==> src/rtl/cpu_pkg.sv <==
// Shared definitions for the control sequencer: opcode type and constants,
// IR field positions and the sequencer state enumeration.
package cpu_pkg;

    typedef logic [4:0] opcode_t;

    localparam opcode_t OP_ADD = 5'b00011;
    localparam opcode_t OP_SUB = 5'b00100;
    localparam opcode_t OP_AND = 5'b00101;
    localparam opcode_t OP_OR  = 5'b00110;
    localparam opcode_t OP_MUL = 5'b01110;
    localparam opcode_t OP_DIV = 5'b01111;

    localparam int unsigned IR_OP_MSB = 31;
    localparam int unsigned IR_OP_LSB = 27;
    localparam int unsigned IR_RA_MSB = 26;
    localparam int unsigned IR_RA_LSB = 23;
    localparam int unsigned IR_RB_MSB = 22;
    localparam int unsigned IR_RB_LSB = 19;
    localparam int unsigned IR_RC_MSB = 18;
    localparam int unsigned IR_RC_LSB = 15;

    typedef enum logic [3:0] {
        S_IDLE,
        S_T0,
        S_T1,
        S_T2,
        S_T3,
        S_T4,
        S_T5,
        S_T6,
        S_HALT
    } state_t;

endpackage

==> src/rtl/control_seq_if.sv <==
// Control sequencer bundle: run/IR/memory-ready inputs and all datapath
// control strobes. master = sequencer side, slave = datapath side.
interface control_seq_if;
    import cpu_pkg::*;

    logic        run;
    logic [31:0] ir;
    logic        mem_rdy;

    logic    PCout, Zlowout, Zhighout, MDRout;
    logic    MARin, PCin, MDRin, IRin, Yin, Zin, HIin, LOin;
    logic    IncPC, Read;
    logic    Gra, Grb, Grc, Rin, Rout;
    opcode_t Operator;
    logic    done;
    logic    illegal;

    modport master (
        input  run, ir, mem_rdy,
        output PCout, Zlowout, Zhighout, MDRout,
        output MARin, PCin, MDRin, IRin, Yin, Zin, HIin, LOin,
        output IncPC, Read, Gra, Grb, Grc, Rin, Rout,
        output Operator, done, illegal
    );

    modport slave (
        output run, ir, mem_rdy,
        input  PCout, Zlowout, Zhighout, MDRout,
        input  MARin, PCin, MDRin, IRin, Yin, Zin, HIin, LOin,
        input  IncPC, Read, Gra, Grb, Grc, Rin, Rout,
        input  Operator, done, illegal
    );

endinterface

==> src/rtl/opcode_decode.sv <==
// Combinational opcode classifier. MUL/DIV are legal only when
// CONTROL_SEQ_MULDIV_EN is defined.
module opcode_decode
    import cpu_pkg::*;
(
    input  opcode_t op,
    output logic    legal,
    output logic    is_muldiv
);

    always_comb begin
        legal     = '0;
        is_muldiv = '0;
        case (op)
            OP_ADD, OP_SUB, OP_AND, OP_OR: legal = '1;
`ifdef CONTROL_SEQ_MULDIV_EN
            OP_MUL, OP_DIV: begin
                legal     = '1;
                is_muldiv = '1;
            end
`endif
            default: ;
        endcase
    end

endmodule

==> src/rtl/control_seq.sv <==
// Moore control sequencer: fetch T0-T2, execute T3-T5 (T6 for MUL/DIV when
// CONTROL_SEQ_MULDIV_EN is defined), sticky HALT on an illegal opcode.
module control_seq
    import cpu_pkg::*;
(
    input  logic          clk,
    input  logic          clear,
    control_seq_if.master bus
);

    state_t  state, state_nx;
    opcode_t op_q;
    logic    illegal_q;
    logic    t1_stall;
    logic    legal, is_muldiv;

    opcode_decode u_dec (
        .op        (op_q),
        .legal     (legal),
        .is_muldiv (is_muldiv)
    );

    always_ff @(posedge clk or posedge clear) begin
        if (clear) begin
            state     <= S_IDLE;
            op_q      <= '0;
            illegal_q <= '0;
            t1_stall  <= '0;
        end else begin
            state    <= state_nx;
            // T1 is always entered from T0, so this is low only in its first cycle
            t1_stall <= (state == S_T1);
            if (state == S_T2) op_q <= bus.ir[IR_OP_MSB:IR_OP_LSB];
            if (state == S_T3 && !legal) illegal_q <= '1;
        end
    end

    assign bus.illegal = illegal_q;

    always_comb begin
        state_nx     = state;
        bus.PCout    = '0;
        bus.Zlowout  = '0;
        bus.Zhighout = '0;
        bus.MDRout   = '0;
        bus.MARin    = '0;
        bus.PCin     = '0;
        bus.MDRin    = '0;
        bus.IRin     = '0;
        bus.Yin      = '0;
        bus.Zin      = '0;
        bus.HIin     = '0;
        bus.LOin     = '0;
        bus.IncPC    = '0;
        bus.Read     = '0;
        bus.Gra      = '0;
        bus.Grb      = '0;
        bus.Grc      = '0;
        bus.Rin      = '0;
        bus.Rout     = '0;
        bus.Operator = '0;
        bus.done     = '0;

        case (state)
            S_IDLE: if (bus.run) state_nx = S_T0;
            S_T0: begin
                bus.PCout = '1;
                bus.MARin = '1;
                bus.IncPC = '1;
                bus.Zin   = '1;
                state_nx  = S_T1;
            end
            S_T1: begin
                bus.Zlowout = '1;
                bus.Read    = '1;
                bus.MDRin   = '1;
                bus.PCin    = !t1_stall;
                if (bus.mem_rdy) state_nx = S_T2;
            end
            S_T2: begin
                bus.MDRout = '1;
                bus.IRin   = '1;
                state_nx   = S_T3;
            end
            S_T3: begin
                if (legal) begin
                    bus.Grb  = '1;
                    bus.Rout = '1;
                    bus.Yin  = '1;
                    state_nx = S_T4;
                end else begin
                    state_nx = S_HALT;
                end
            end
            S_T4: begin
                bus.Grc      = '1;
                bus.Rout     = '1;
                bus.Zin      = '1;
                bus.Operator = op_q;
                state_nx     = S_T5;
            end
            S_T5: begin
                bus.Zlowout = '1;
                if (is_muldiv) begin
`ifdef CONTROL_SEQ_MULDIV_EN
                    bus.LOin = '1;
                    state_nx = S_T6;
`else
                    state_nx = S_IDLE;
`endif
                end else begin
                    bus.Gra  = '1;
                    bus.Rin  = '1;
                    bus.done = '1;
                    state_nx = bus.run ? S_T0 : S_IDLE;
                end
            end
`ifdef CONTROL_SEQ_MULDIV_EN
            S_T6: begin
                bus.Zhighout = '1;
                bus.HIin     = '1;
                bus.done     = '1;
                state_nx     = bus.run ? S_T0 : S_IDLE;
            end
`endif
            S_HALT: ;
            default: state_nx = S_IDLE;
        endcase
    end

endmodule

==> src/flat_wrapper.sv <==
// flat-port wrapper written by rule: the top's interface ports become plain ports
module control_seq_flat import cpu_pkg::*;
  (clk, clear, bus_run, bus_ir, bus_mem_rdy, bus_PCout, bus_Zlowout, bus_Zhighout, bus_MDRout, bus_MARin, bus_PCin, bus_MDRin, bus_IRin, bus_Yin, bus_Zin, bus_HIin, bus_LOin, bus_IncPC, bus_Read, bus_Gra, bus_Grb, bus_Grc, bus_Rin, bus_Rout, bus_Operator, bus_done, bus_illegal);
  control_seq_if bus_i ();
  input  logic clk;
  input  logic clear;
  input wire logic [$bits(bus_i.run)-1:0] bus_run;
  input wire logic [$bits(bus_i.ir)-1:0] bus_ir;
  input wire logic [$bits(bus_i.mem_rdy)-1:0] bus_mem_rdy;
  output wire logic [$bits(bus_i.PCout)-1:0] bus_PCout;
  output wire logic [$bits(bus_i.Zlowout)-1:0] bus_Zlowout;
  output wire logic [$bits(bus_i.Zhighout)-1:0] bus_Zhighout;
  output wire logic [$bits(bus_i.MDRout)-1:0] bus_MDRout;
  output wire logic [$bits(bus_i.MARin)-1:0] bus_MARin;
  output wire logic [$bits(bus_i.PCin)-1:0] bus_PCin;
  output wire logic [$bits(bus_i.MDRin)-1:0] bus_MDRin;
  output wire logic [$bits(bus_i.IRin)-1:0] bus_IRin;
  output wire logic [$bits(bus_i.Yin)-1:0] bus_Yin;
  output wire logic [$bits(bus_i.Zin)-1:0] bus_Zin;
  output wire logic [$bits(bus_i.HIin)-1:0] bus_HIin;
  output wire logic [$bits(bus_i.LOin)-1:0] bus_LOin;
  output wire logic [$bits(bus_i.IncPC)-1:0] bus_IncPC;
  output wire logic [$bits(bus_i.Read)-1:0] bus_Read;
  output wire logic [$bits(bus_i.Gra)-1:0] bus_Gra;
  output wire logic [$bits(bus_i.Grb)-1:0] bus_Grb;
  output wire logic [$bits(bus_i.Grc)-1:0] bus_Grc;
  output wire logic [$bits(bus_i.Rin)-1:0] bus_Rin;
  output wire logic [$bits(bus_i.Rout)-1:0] bus_Rout;
  output wire logic [$bits(bus_i.Operator)-1:0] bus_Operator;
  output wire logic [$bits(bus_i.done)-1:0] bus_done;
  output wire logic [$bits(bus_i.illegal)-1:0] bus_illegal;
  assign bus_i.run = bus_run;
  assign bus_i.ir = bus_ir;
  assign bus_i.mem_rdy = bus_mem_rdy;
  assign bus_PCout = bus_i.PCout;
  assign bus_Zlowout = bus_i.Zlowout;
  assign bus_Zhighout = bus_i.Zhighout;
  assign bus_MDRout = bus_i.MDRout;
  assign bus_MARin = bus_i.MARin;
  assign bus_PCin = bus_i.PCin;
  assign bus_MDRin = bus_i.MDRin;
  assign bus_IRin = bus_i.IRin;
  assign bus_Yin = bus_i.Yin;
  assign bus_Zin = bus_i.Zin;
  assign bus_HIin = bus_i.HIin;
  assign bus_LOin = bus_i.LOin;
  assign bus_IncPC = bus_i.IncPC;
  assign bus_Read = bus_i.Read;
  assign bus_Gra = bus_i.Gra;
  assign bus_Grb = bus_i.Grb;
  assign bus_Grc = bus_i.Grc;
  assign bus_Rin = bus_i.Rin;
  assign bus_Rout = bus_i.Rout;
  assign bus_Operator = bus_i.Operator;
  assign bus_done = bus_i.done;
  assign bus_illegal = bus_i.illegal;
  control_seq u_core (.clk(clk), .clear(clear), .bus(bus_i));
endmodule
==> config.mk <==
export PLATFORM = sky130hd
export DESIGN_NAME = control_seq_flat
export DESIGN_NICKNAME = d
export VERILOG_FILES = /design/src/rtl/cpu_pkg.sv /design/src/rtl/control_seq_if.sv /design/src/rtl/opcode_decode.sv /design/src/rtl/control_seq.sv /design/src/flat_wrapper.sv
export SDC_FILE = /design/constraint.sdc
export NUM_CORES = 1
export LEC_CHECK = 0
export ABC_AREA = 1
export ABC_CLOCK_PERIOD_IN_PS = 1480
export CAP_MARGIN = 20
export CELL_PAD_IN_SITES_DETAIL_PLACEMENT = 1
export CELL_PAD_IN_SITES_GLOBAL_PLACEMENT = 2
export CORE_ASPECT_RATIO = 1.4
export CORE_MARGIN = 4
export CORE_UTILIZATION = 14
export DETAILED_ROUTE_END_ITERATION = 6
export GPL_TIMING_DRIVEN = 0
export PLACE_DENSITY = 0.84
export SYNTH_ARGS = -nofsm -noshare
export SYNTH_HDL_FRONTEND = slang
export SYNTH_HIERARCHICAL = 1
export SYNTH_SLANG_ARGS = --single-unit
==> constraint.sdc <==
create_clock -name clk -period 1.48 [get_ports clk]
set_input_delay 0.148 -clock clk [delete_from_list [all_inputs] [get_ports clk]]
set_output_delay 0.148 -clock clk [all_outputs]
set_load 0.005 [all_outputs]
Word-level counts from Yosys, hierarchy flattened
Index checks and enable logic that the tools add are counted.

word-level totals
  output and inout port bits = 26
  bits in registers = 11
  logic and storage cells = 44
  bits of input ports = 36

operators by class
  bitwise logic cells = 1
  mux-type cells = 18
  equal/unequal tests = 13
  reductions and logical operators = 8

operator list
  operator            count
  $pmux 4 s8          1
  $eq 5x3->1 const B  3
  $eq 4x3->1 const B  3
  $mux 1              12
  $mux 4              3
  $eq 4x2->1 const B  2
  $eq 5x2->1 const B  1
  $mux 5              1
  $eq 4x1->1 const B  1
  $eq 4x4->1 const B  1
  $logic_not 4->1     1
  $ne 2x2->1 const B  2
  $reduce_or 2->1     2
  $reduce_or 4->1     1
  $reduce_and 3->1    1
  $logic_not 1->1     2
  $pmux 1 s2          1
  $logic_and 1x1->1   1
  $not 1->1           1

Depth between registers and ports, before layout
  word-level depth = 5
  gate-level depth with buffers = 7

Hierarchy
Netlist, hierarchy kept.

by module, submodules not included
  module         instances  area an instance (sq um)  cells each
  control_seq    1          673.1                     85
  opcode_decode  1          32.5                      7

Least setup slack after synthesis
OpenSTA, ideal clock, no wires.

  path type = flip-flop to output port
  from = reg u_core.state[0]
  to = out bus_MARin
  arrival time = 1.041 ns
  stages on the path, launching flop included = 6
  slack = 0.291 ns
  required time = 1.332 ns
  cells stage by stage = dfrtp_1 > inv_1 > nor2_1 > inv_1 > nor3_1 > buf_4

between the ends
  word-level cells in the longest chain between the ends = 2

ends and longest elaborated chain
  element                 line                source
  from (decl)             control_seq.sv:11   state_t state, state_nx;
  from (signal assigned)  control_seq.sv:30   state <= state_nx;
  $eq 4x1->1              --
  $mux 1                  --
  to (decl)               flat_wrapper.sv:14  output wire logic [$bits(bus_i.MARin)-1:0] bus_MARin;

No other way between the ends.

Worst setup path after layout
  from = reg u_core.state[0]
  to = out bus_done

between the ends
  word-level cells in the longest chain between the ends = 2

ends and longest elaborated chain
  element     line                source
  $eq 4x3->1  control_seq.sv:64   case (state)
  $mux 1      control_seq.sv:64
  to (decl)   flat_wrapper.sv:30  output wire logic [$bits(bus_i.done)-1:0] bus_done;

No other way between the ends.

==> key figures <==
Detailed routing
  • Drt first pass iters: 2
  • Post-DR vias/cell: 3.72
  • DR vias: 859
  • Drt wl/cell: 11.8 um
  • Met3 routed WL: 137 um
  • Final wirelength: 2740 um
  • Drt drc: 0
  • Met2 wire length: 1640 um
  • DRT antenna net count: 0
  • DR top layer: met4
  • DRT iter0 DRCs: 6
  • WL met1: 906 um

Floorplanning
  • Core Rows: 30
  • Die area: 0.00626 mm2
  • Starting Density: 14.5%
  • CORE AREA: 0.00488 mm2
  • I/O Pins: 62
  • Die Ht: 92.0 um
  • DIE WIDTH: 68.0 um

STA
  • Final setup fails: 14
  • F_max: 0.633 GHz
  • Final period utilization: 107%
  • Slew Limit Fails: 0
  • Worst Skew: 3.99 ps
  • Tmin final: 1580 ps
  • Final hold vios: 0
  • PnR worst setup slack: -99.3 ps
  • RSZ-0062 raised after global routing: true

Power and ir drop
  • Net Sw Frac: 39.1%
  • Sw Pwr: 1.18 mW
  • Clock power share: 10.1%
  • Leak: 0.816 nW
  • Power per Cell Area: 1850 mW/mm2
  • VDD IR max: 0.529 mV
  • Comb power frac: 70.3%
  • Int Pwr: 1.85 mW
  • Reg power frac: 19.6%

GRT
  • Congestion Overflow GR: 0
  • GRT Resource Usage Total: 8.81%
  • Pin count of the biggest net entering global routing: 12
  • Global-route wire length before repair: 4160 um
  • Vias in the first global route: 893
  • Initial antenna violation count: 0

Clock tree
  • CTS H-tree depth: 1
  • CTS tree: done
  • Cts bufs inserted: 3
  • Worst skew pair latency: 240 ps
  • Post-cts hold buffer count: 0
  • Bufs on Longest Clock Path: 2
  • Clock root buffer: clkbuf_8
  • Clock sink count: 11
  • Clock transition at path regs: 50 ps

Synth
  • Avg Inst Size Synth: 7.67 um2
  • Post-synthesis sequential area ratio: 39.0%
  • Library cells used by synthesis: 18
  • Yosys warns: 6
  • Synthesized area: 706 um2
  • Synth Register Bits: 11
  • Cell count after synthesis: 92

Place
  • Post-DP HPWL: 1620 um
  • I/O Buffers: 31
  • Worst slack, placed: -359 ps
  • Placer congestion estimate: 0.659
  • Placed cells: 189

Critical path
  • Worst EP arrival: 1430 ps
  • Critical path endpoint category: output port
  • Worst EP required: 1330 ps
  • Worst setup SP type: flip-flop
  • WS Path Type: reg -> out
  • Max FO, Critical Path: 4

Layout
  • Most common cell after layout, fill and taps aside: buf_4
  • Final-stage net count: 204
  • Area growth, synth to finish: 132%
  • Multi-input gate area: 433 um2
  • Storage element area: 280 um2
  • Diode count: 0
  • # fillers: 580
  • Post-Layout Cell Count: 231
  • Most frequent cells in the layout: buf_4, buf_6, nor2_4, buf_2, clkdlybuf4s50_1
  • Layout cells sized above 1: 70.1%

Min path
  • Worst hold-check path type: in -> async

Job
  • # Max-Cap Violations: 0

Status
  • Violated checks: setup timing
  • Outcome: finished with violations
[area by class of cell]
| cell class | instances | share of cell area [%] |
|---|---|---|
| plain buffers | 10 | 5.74 |
| clock buffers | 4 | 2.75 |
| inverters | 16 | 4.13 |
| multi-input cells | 55 | 26.5 |
| flip-flops and latches | 11 | 17.1 |
| well taps | 64 | 4.90 |
| repair buffers | 71 | 38.9 |
[cell usage after synthesis]
cell / count / area (um2)
a21oi_1: 1 / 5.00
buf_12: 1 / 20.0
buf_4: 11 / 82.6
clkinv_2: 1 / 5.00
conb_1: 2 / 7.51
dfrtp_1: 11 / 275
inv_1: 15 / 56.3
nand2_1: 11 / 41.3
nand2_2: 4 / 25.0
nand3_1: 6 / 30.0
nand3_2: 1 / 10.0
nand3b_1: 2 / 15.0
nor2_1: 16 / 60.1
nor2_2: 2 / 12.5
nor3_1: 1 / 5.00
o21ai_0: 1 / 5.00
o21ai_2: 5 / 43.8
or2_2: 1 / 6.26
[repair_timing]
item,CTS,global route
endpoints found under the setup margin,22,21
resized for setup,123,31
buffers inserted,30,10
pin swaps,16,15
[critical path: stages (launching register included)]
cell and delay [ps]:
dfrtp_2 450, nor2_4 170, buf_12 130, nand2_8 40
buf_12 120, nor2_4 100, buf_6 100, buf_6 80
[routing by layer]
layer / up-vias / GRT usage [%]
met4: 0 / 2.99
met5: - / 0
met3: 7 / 1.96
met1: 411 / 8.78
li1: 416 / -
met2: 25 / 16.9
[logic make-up after synthesis]
family / after synthesis / share of synthesized area, %
AND/OR/NAND/NOR: 44 / 29.1
buffers and inverters: 28 / 23.2
flip-flops: 11 / 39.0
AO/OA/AOI/OAI: 7 / 7.62
other: 2 / 1.06
[flip-flops by register name, summed over array words and instances, names as in the netlist]
register	flops
u_core/state	4
u_core/bus.illegal	1
u_core/t1_stall	1
u_core/op_q	5
[final timing paths]
| path | start | to | slack, ps | cells past startpoint |
|---|---|---|---|---|
| worst max-delay path | u_core/state[0]$_DFFE_PP0P_ | bus_done | -100 | 7 |
| worst min-delay path | clear | u_core/op_q[0]$_DFFE_PP0P_ | 220 | 2 |
| worst max register to register | u_core/state[1]$_DFFE_PP0P_ | u_core/state[0]$_DFFE_PP0P_ | 120 | 8 |
| worst min register to register | u_core/bus.illegal$_DFFE_PP0P_ | u_core/bus.illegal$_DFFE_PP0P_ | 470 | 2 |
| max in group asynchronous | clear | u_core/state[1]$_DFFE_PP0P_ | 910 | 2 |
| min in group clk | bus_ir[28] | u_core/op_q[1]$_DFFE_PP0P_ | 460 | 3 |
[power by group through the flow]
| stage | Clock [mW] | Combinational, mW | Sequential [mW] |
|---|---|---|---|
| 3_3_place_gp | 0 | 1.10 | 0.550 |
| 4_1_cts | 0.319 | 1.72 | 0.582 |
| 6_report | 0.307 | 2.13 | 0.593 |
| 3_5_place_dp | 0 | 1.12 | 0.559 |
| 5_1_grt | 0.337 | 2.31 | 0.616 |
| 2_1_floorplan | 0 | 0.633 | 0.532 |
[stage by stage]
stage	utilization [%]	total power, mW	TNS, ps	area (um2)	hold WS, ps
final	33.5	3.03	-813	1640	224
after global placement	22.6	1.65	-3970	1100	450
after CTS	29.8	2.62	-544	1450	236
after detailed placement	22.6	1.68	-4540	1100	466
after floorplan	-	1.16	0	713	0.438
after global routing	33.5	3.27	-1920	1640	280
(Power assumes the default switching activity.)
